[src/rtl/xike_pkg.sv]
// ============================================================================
// Package : xike_pkg
// Shared constants and FSM encodings for the Xike frame packer.
// Rev     : 1.0
// ============================================================================
`default_nettype none

package xike_pkg;

    localparam int N_CH_DEF   = 16;
    localparam int CH_W_DEF   = 4;
    localparam int DATA_W_DEF = 16;

    typedef enum logic [1:0] {
        SYNC = 2'd0,
        FILL = 2'd1,
        DROP = 2'd2
    } wr_state_t;

    typedef enum logic [0:0] {
        IDLE   = 1'b0,
        STREAM = 1'b1
    } rd_state_t;

endpackage

`default_nettype wire

[src/rtl/frame_bank_ram.sv]
// ============================================================================
// Module : frame_bank_ram
// Two-bank sample store, one write port, asynchronous read, addr {bank, idx}.
// Rev    : 1.0
// ============================================================================
`default_nettype none

module frame_bank_ram #(
    parameter int DATA_W = 16,
    parameter int ADDR_W = 5
) (
    input  logic              clk,
    input  logic              we,
    input  logic [ADDR_W-1:0] waddr,
    input  logic [DATA_W-1:0] wdata,
    input  logic [ADDR_W-1:0] raddr,
    output logic [DATA_W-1:0] rdata
);

    logic [DATA_W-1:0] mem [0:(1<<ADDR_W)-1];

    always_ff @(posedge clk) begin
        if (we) begin
            mem[waddr] <= wdata;
        end
    end

    assign rdata = mem[raddr];

endmodule

`default_nettype wire

[src/rtl/channel_frame_packer.sv]
// ============================================================================
// Module : channel_frame_packer
// Packs per-channel samples into N_CH-word frames, ping-pong buffered, AXIS out.
// Rev    : 1.0
// ============================================================================
`default_nettype none

module channel_frame_packer
    import xike_pkg::*;
#(
    parameter int DATA_W = DATA_W_DEF,
    parameter int N_CH   = N_CH_DEF,
    parameter int CH_W   = CH_W_DEF
) (
    input  logic              clk,
    input  logic              rst,
    input  logic              in_valid,
    input  logic [DATA_W-1:0] in_data,
    input  logic [CH_W-1:0]   in_ch,
    input  logic              in_last,
    output logic              m_tvalid,
    input  logic              m_tready,
    output logic [DATA_W-1:0] m_tdata,
    output logic [CH_W-1:0]   m_tuser,
    output logic              m_tlast,
    output logic [15:0]       frame_cnt,
    output logic [15:0]       drop_cnt,
    output logic              seq_err
);

    localparam logic [CH_W-1:0] LAST_CH = CH_W'(N_CH - 1);

    logic [1:0]        full;
    logic [1:0]        set_full;
    logic [1:0]        clr_full;

    wr_state_t         wr_state;
    wr_state_t         wr_state_n;
    logic              wr_bank;
    logic              wr_bank_n;
    logic [CH_W-1:0]   wr_idx;
    logic [CH_W-1:0]   wr_idx_n;
    logic [CH_W-1:0]   wr_addr_idx;
    logic              wr_en;
    logic              start;
    logic              drop_inc;
    logic              err_det;
    logic              seq_ok;

    rd_state_t         rd_state;
    logic              rd_bank;
    logic [CH_W-1:0]   rd_idx;
    logic              rd_addr_bank;
    logic [CH_W-1:0]   rd_addr_idx;
    logic [DATA_W-1:0] rd_word;
    logic              hs;
    logic              hs_last;

    // FILL and DROP both track the expected channel so a malformed frame is
    // flagged even while it is being discarded.
    always_comb begin
        seq_ok      = (in_ch == wr_idx) && (in_last == (wr_idx == LAST_CH));
        wr_state_n  = wr_state;
        wr_bank_n   = wr_bank;
        wr_idx_n    = wr_idx;
        wr_addr_idx = wr_idx;
        wr_en       = 1'b0;
        start       = 1'b0;
        drop_inc    = 1'b0;
        err_det     = 1'b0;
        set_full    = 2'b00;
        if (in_valid) begin
            case (wr_state)
                FILL, DROP: begin
                    if (seq_ok) begin
                        wr_en = (wr_state == FILL);
                        if (wr_idx == LAST_CH) begin
                            wr_state_n = SYNC;
                            wr_idx_n   = '0;
                            if (wr_state == FILL) begin
                                set_full[wr_bank] = 1'b1;
                                wr_bank_n         = ~wr_bank;
                            end
                        end else begin
                            wr_idx_n = wr_idx + CH_W'(1);
                        end
                    end else begin
                        err_det    = 1'b1;
                        wr_state_n = SYNC;
                        wr_idx_n   = '0;
                        start      = (in_ch == '0);
                    end
                end
                default: begin
                    wr_state_n = SYNC;
                    start      = (in_ch == '0);
                end
            endcase
            // A channel-0 sample opens a frame, whether from SYNC or after a violation.
            if (start) begin
                wr_addr_idx = '0;
                wr_idx_n    = CH_W'(1);
                if (!full[wr_bank]) begin
                    wr_en      = 1'b1;
                    wr_state_n = FILL;
                end else begin
                    drop_inc   = 1'b1;
                    wr_state_n = DROP;
                end
            end
        end
    end

    always_comb begin
        hs           = m_tvalid && m_tready;
        hs_last      = hs && m_tlast;
        clr_full     = 2'b00;
        if (hs_last) begin
            clr_full[rd_bank] = 1'b1;
        end
        rd_addr_bank = hs_last ? ~rd_bank : rd_bank;
        rd_addr_idx  = ((rd_state == STREAM) && !hs_last) ? rd_idx + CH_W'(1) : '0;
    end

    frame_bank_ram #(
        .DATA_W (DATA_W),
        .ADDR_W (CH_W + 1)
    ) u_ram (
        .clk   (clk),
        .we    (wr_en),
        .waddr ({wr_bank, wr_addr_idx}),
        .wdata (in_data),
        .raddr ({rd_addr_bank, rd_addr_idx}),
        .rdata (rd_word)
    );

    always_ff @(posedge clk) begin
        if (rst) begin
            wr_state <= SYNC;
            wr_bank  <= 1'b0;
            wr_idx   <= '0;
            full     <= 2'b00;
            drop_cnt <= '0;
            seq_err  <= 1'b0;
        end else begin
            wr_state <= wr_state_n;
            wr_bank  <= wr_bank_n;
            wr_idx   <= wr_idx_n;
            full     <= (full | set_full) & ~clr_full;
            seq_err  <= err_det;
            if (drop_inc) begin
                drop_cnt <= drop_cnt + 16'd1;
            end
        end
    end

    assign m_tuser = rd_idx;

    always_ff @(posedge clk) begin
        if (rst) begin
            rd_state  <= IDLE;
            rd_bank   <= 1'b0;
            rd_idx    <= '0;
            m_tvalid  <= 1'b0;
            m_tdata   <= '0;
            m_tlast   <= 1'b0;
            frame_cnt <= '0;
        end else begin
            case (rd_state)
                IDLE: begin
                    if (full[rd_bank]) begin
                        rd_state <= STREAM;
                        rd_idx   <= '0;
                        m_tvalid <= 1'b1;
                        m_tdata  <= rd_word;
                        m_tlast  <= (N_CH == 1);
                    end
                end
                STREAM: begin
                    if (hs) begin
                        if (m_tlast) begin
                            rd_bank   <= ~rd_bank;
                            rd_idx    <= '0;
                            frame_cnt <= frame_cnt + 16'd1;
                            // Other bank already waiting: chain without a bubble.
                            if (full[~rd_bank]) begin
                                m_tdata <= rd_word;
                                m_tlast <= (N_CH == 1);
                            end else begin
                                rd_state <= IDLE;
                                m_tvalid <= 1'b0;
                                m_tlast  <= 1'b0;
                            end
                        end else begin
                            rd_idx  <= rd_addr_idx;
                            m_tdata <= rd_word;
                            m_tlast <= (rd_addr_idx == LAST_CH);
                        end
                    end
                end
                default: rd_state <= IDLE;
            endcase
        end
    end

endmodule

`default_nettype wire
[config.mk]
export PLATFORM = sky130hd
export DESIGN_NAME = channel_frame_packer
export DESIGN_NICKNAME = d
export VERILOG_FILES = /design/src/rtl/xike_pkg.sv /design/src/rtl/frame_bank_ram.sv /design/src/rtl/channel_frame_packer.sv
export SDC_FILE = /design/constraint.sdc
export NUM_CORES = 1
export LEC_CHECK = 0
export CELL_PAD_IN_SITES_DETAIL_PLACEMENT = 1
export CELL_PAD_IN_SITES_GLOBAL_PLACEMENT = 1
export CORE_MARGIN = 2
export CORE_UTILIZATION = 35
export CTS_BUF_LIST = sky130_fd_sc_hd__clkbuf_2
export DETAILED_ROUTE_END_ITERATION = 7
export GPL_TIMING_DRIVEN = 1
export PLACE_DENSITY = 0.61
export SYNTH_ARGS = -nofsm -noshare
export SYNTH_HDL_FRONTEND = slang
export SYNTH_HIERARCHICAL = 1
export SYNTH_SLANG_ARGS = --single-unit
[constraint.sdc]
create_clock -name clk -period 4.4 [get_ports clk]
set_clock_uncertainty 0.2 [all_clocks]
set_input_delay 0.88 -clock clk [delete_from_list [all_inputs] [get_ports clk]]
set_output_delay 0.88 -clock clk [all_outputs]
set_load 0.03 [all_outputs]
==> impl_metrics.tcl <==
set metrics [dict create \
    status "finished clean" \
    synth_top_family_by_area "multiplexers" \
    switching_share_pct 23.2 \
    grt_overflow 0 \
    power.density_mw_per_mm2 364 \
    hold_class "register to register" \
    fin_cells 2709 \
    maxSlewViolCount 0 \
    hold_viol_final 0 \
    clkPwrFrac_pct 37.6 \
    slew_headroom_pct 34.9 \
    cts_resized 0 \
    grt_pass1_vias 15200 \
    finalWorstSetupSlack_ps 676 \
    startpoint "wr_idx[1]" \
    yosys.area_share.adder_pct 0.376 \
    placed_cells 2436 \
    yosys.area_share.simple_pct 6.59 \
    synth_edf_count 512 \
    fin_crit_sh_pct 84.6 \
    mostFrequentLayoutCells "512 x edfxtp_1, 278 x mux2i_1, 229 x clkbuf_2" \
    syn_area_sq_mm 0.0233 \
    synth-seq-cells 578 \
    crit_path_end_kind "register" \
    multi_input_area_sq_mm 0.00602 \
    drt_wl_total_um 62000 \
    crit_type "register to register" \
    cts_root_buf "clkbuf_2" \
    cts_num_sinks 578 \
    hold_depth 1 \
    irDropWorstVdd_mv 0.169 \
    seqCellArea_sq_mm 0.0167 \
    leakage_nw 8.52 \
    net-switching-power_mw 2.28 \
    worst_pin_slew_ps 973 \
    final-setup-viol-count 0 \
    combPwrFrac_pct 1.7 \
    power_mw 9.80 \
    crit_cells 10 \
    area_growth_pct 15.5 \
    layout_commonest_cell "edfxtp_1" \
    start_util_pct 35.4 \
    via_per_inst 5.15 \
    seq_area_frac_synth_pct 71.6 \
    dp_hpwl_um 38300 \
    crit_buf_inv 2 \
    cpPeakStageDelay_ps 770 \
    gp_congestion 0.766 \
    cap_violations 0 \
    r2r_setup_slack_ps 680 \
    dr.pass1.iters 5 \
    nNetsFinal 1773 \
    intPower_mw 7.53 \
    vias 14000 \
    grtUsageTotal_pct 18.4 \
    critPathMaxFanout 10 \
    htreeDepth 4 \
    clkTransAtPathRegs_ps 90 \
    worstPathCellList "ha_1 > nand3_1 > xnor2_2 > nor3_1 > buf_4 > nand3b_1 > a21oi_1 > nand3b_1 > nor2_1 > buf_4" \
    synth-xor-area-share_pct 0.934 \
    place_ws_ps 63.4 \
    core_sq_mm 0.0659 \
    clk_latency_ps 1240 \
    num_io_pins 80 \
    synth-compound-area-share_pct 5.81 \
    drtIter0Drc 741 \
    fmax_ghz 0.269 \
    r2r-start "wr_idx[1]" \
    synth_cells 1479 \
    cp.arrival_ps 4440 \
    fillers 6805 \
    async_flop_share_pct 0 \
    fin_crit_ps 3720 \
    power.share.sequential_pct 60.8 \
    slowest_stage "nor2_1" \
    cts_tree "done" \
    worstSetupEndpoint "u_ram/mem[5][12]" \
    fp.dieW_um 262 \
    required_ps 5120 \
    crit_family "simple AND/OR/NAND/NOR gates" \
    rsz0062_at_grt "no" \
    syn_avg_cell_area_sq_um 15.8 \
    grt_pass1_wl_um 92500 \
    grt_max_degree 67 \
    drcViolationCount 0 \
    wl_per_cell_um 22.9 \
    numCtsBuffers 152 \
    antenna_found_initial 5 \
    die_h_um 262 \
    start_kind "register" \
    setup_tns_ps 0 \
    drive_gt1_share_pct 19.9 \
    die_area_sq_mm 0.0687 \
    ys_types 55 \
    reg2reg_to "u_ram/mem[5][12]" \
    synth_nets 1511 \
    ant_nets 0 \
    num_rows 94 \
    io_buffer_count 79 \
    ys_warn_count 6 \
    synthMuxAreaShare_pct 12.0 \
    reg2reg_depth 10 \
    ys.flop_type "edfxtp_1" \
    cts_buffer_depth 3 \
]
-- synth_stat cells (all sizes together) (7+ instances only) --
library cell    n  area (sq um)
or4             7          56.3
edfxtp        512         15400
nand3b         11          82.6
nand3          48           240
xor2           14           123
nor2           89           360
a21oi          53           265
inv             7          26.3
nor3           21           105
a22o           32           280
a31oi          16           100
a22oi          64           480
mux2i         278          2780
nand4          25           156
ha              7          87.6
nand2          56           210
clkbuf         24          91.3
o21ai          15          75.1
buf            59           517
xnor2          10          95.1
nor2b          11          68.8
dfxtp          66          1320
or3            11          68.8
-- through the flow --
| step | cell area, sq um | utilization [%] | hold WS, ps |
|---|---|---|---|
| 6_report | 26900 | 40.9 | 267 |
| 5_1_grt | 26900 | 40.9 | 140 |
| 4_1_cts | 26900 | 40.9 | 81.9 |
| 3_5_place_dp | 25500 | 38.6 | 252 |
| 3_3_place_gp | 25500 | 38.6 | 250 |
| 2_1_floorplan | 23300 | - | 232 |
-- kinds of logic after synthesis --
kind of cell,Yosys count
flops,578
simple gates,305
mux,279
compound gates,196
buf+inv,90
xor+xnor,24
fa+ha+maj,7
-- worst register-to-register path, cell delays in order, from the launching register on --
cell,delay (ps)
dfxtp_1,500
ha_1,260
nand3_1,170
xnor2_2,270
nor3_1,90
buf_4,160
nand3b_1,170
a21oi_1,390
nand3b_1,160
nor2_1,770
buf_4,320
-- layout make-up --
type	count	share of cell area [%]
Sequential cell	578	62.0
Multi-Input combinational cell	811	22.4
Timing Repair Buffer	191	6.59
Clock buffer	229	4.25
Tap cell	864	4.01
Clock inverter	27	0.706
Inverter	7	0.0975
Antenna cell	2	0.0186
-- power by group through the flow --
stage                     sequential [mW]  combinational, mW  clock (mW)
final                                5.96              0.164        3.68
after global routing                 5.96              0.178        4.13
after CTS                            5.96              0.171        3.86
after detailed placement             6.08              0.160           0
after global placement               6.08              0.155           0
after floorplan                      6.08             0.0244           0
-- how the worst min path moves through the flow --
| stage | start | to |
|---|---|---|
| finish | wr_state[1] | wr_state[1] |
| global route | in_data[0] | u_ram/mem[24][0] |
| CTS | in_data[0] | u_ram/mem[26][0] |
| detailed placement | wr_state[1] | wr_state[1] |
| global placement | wr_state[1] | wr_state[1] |
| floorplan | wr_state[1] | wr_state[1] |
-- what timing repair did --
item / CTS / global route
endpoints found under the hold margin: 434 / 0
hold buffers: 15 / 0
setup buffers: 0 / 0
-- per-layer routing --
metal	vias to the layer above	share of wire, %	global-route usage (%)
li1	6347	-	-
met1	7156	42	22.2
met2	372	52	32.0
met3	84	5.0	4.43
met4	0	1.7	6.91
met5	-	0	0
-- sequential cells by signal, indices dropped and copies added (netlist names) --
register / flops
rd_state: 1
frame_cnt: 16
drop_cnt: 16
wr_bank: 1
rd_bank: 1
u_ram/mem: 512
m_tuser: 4
m_tvalid: 1
full: 2
m_tlast: 1
seq_err: 1
wr_state: 2
wr_idx: 4
m_tdata: 16
Power figures use the tool's default switching activity.
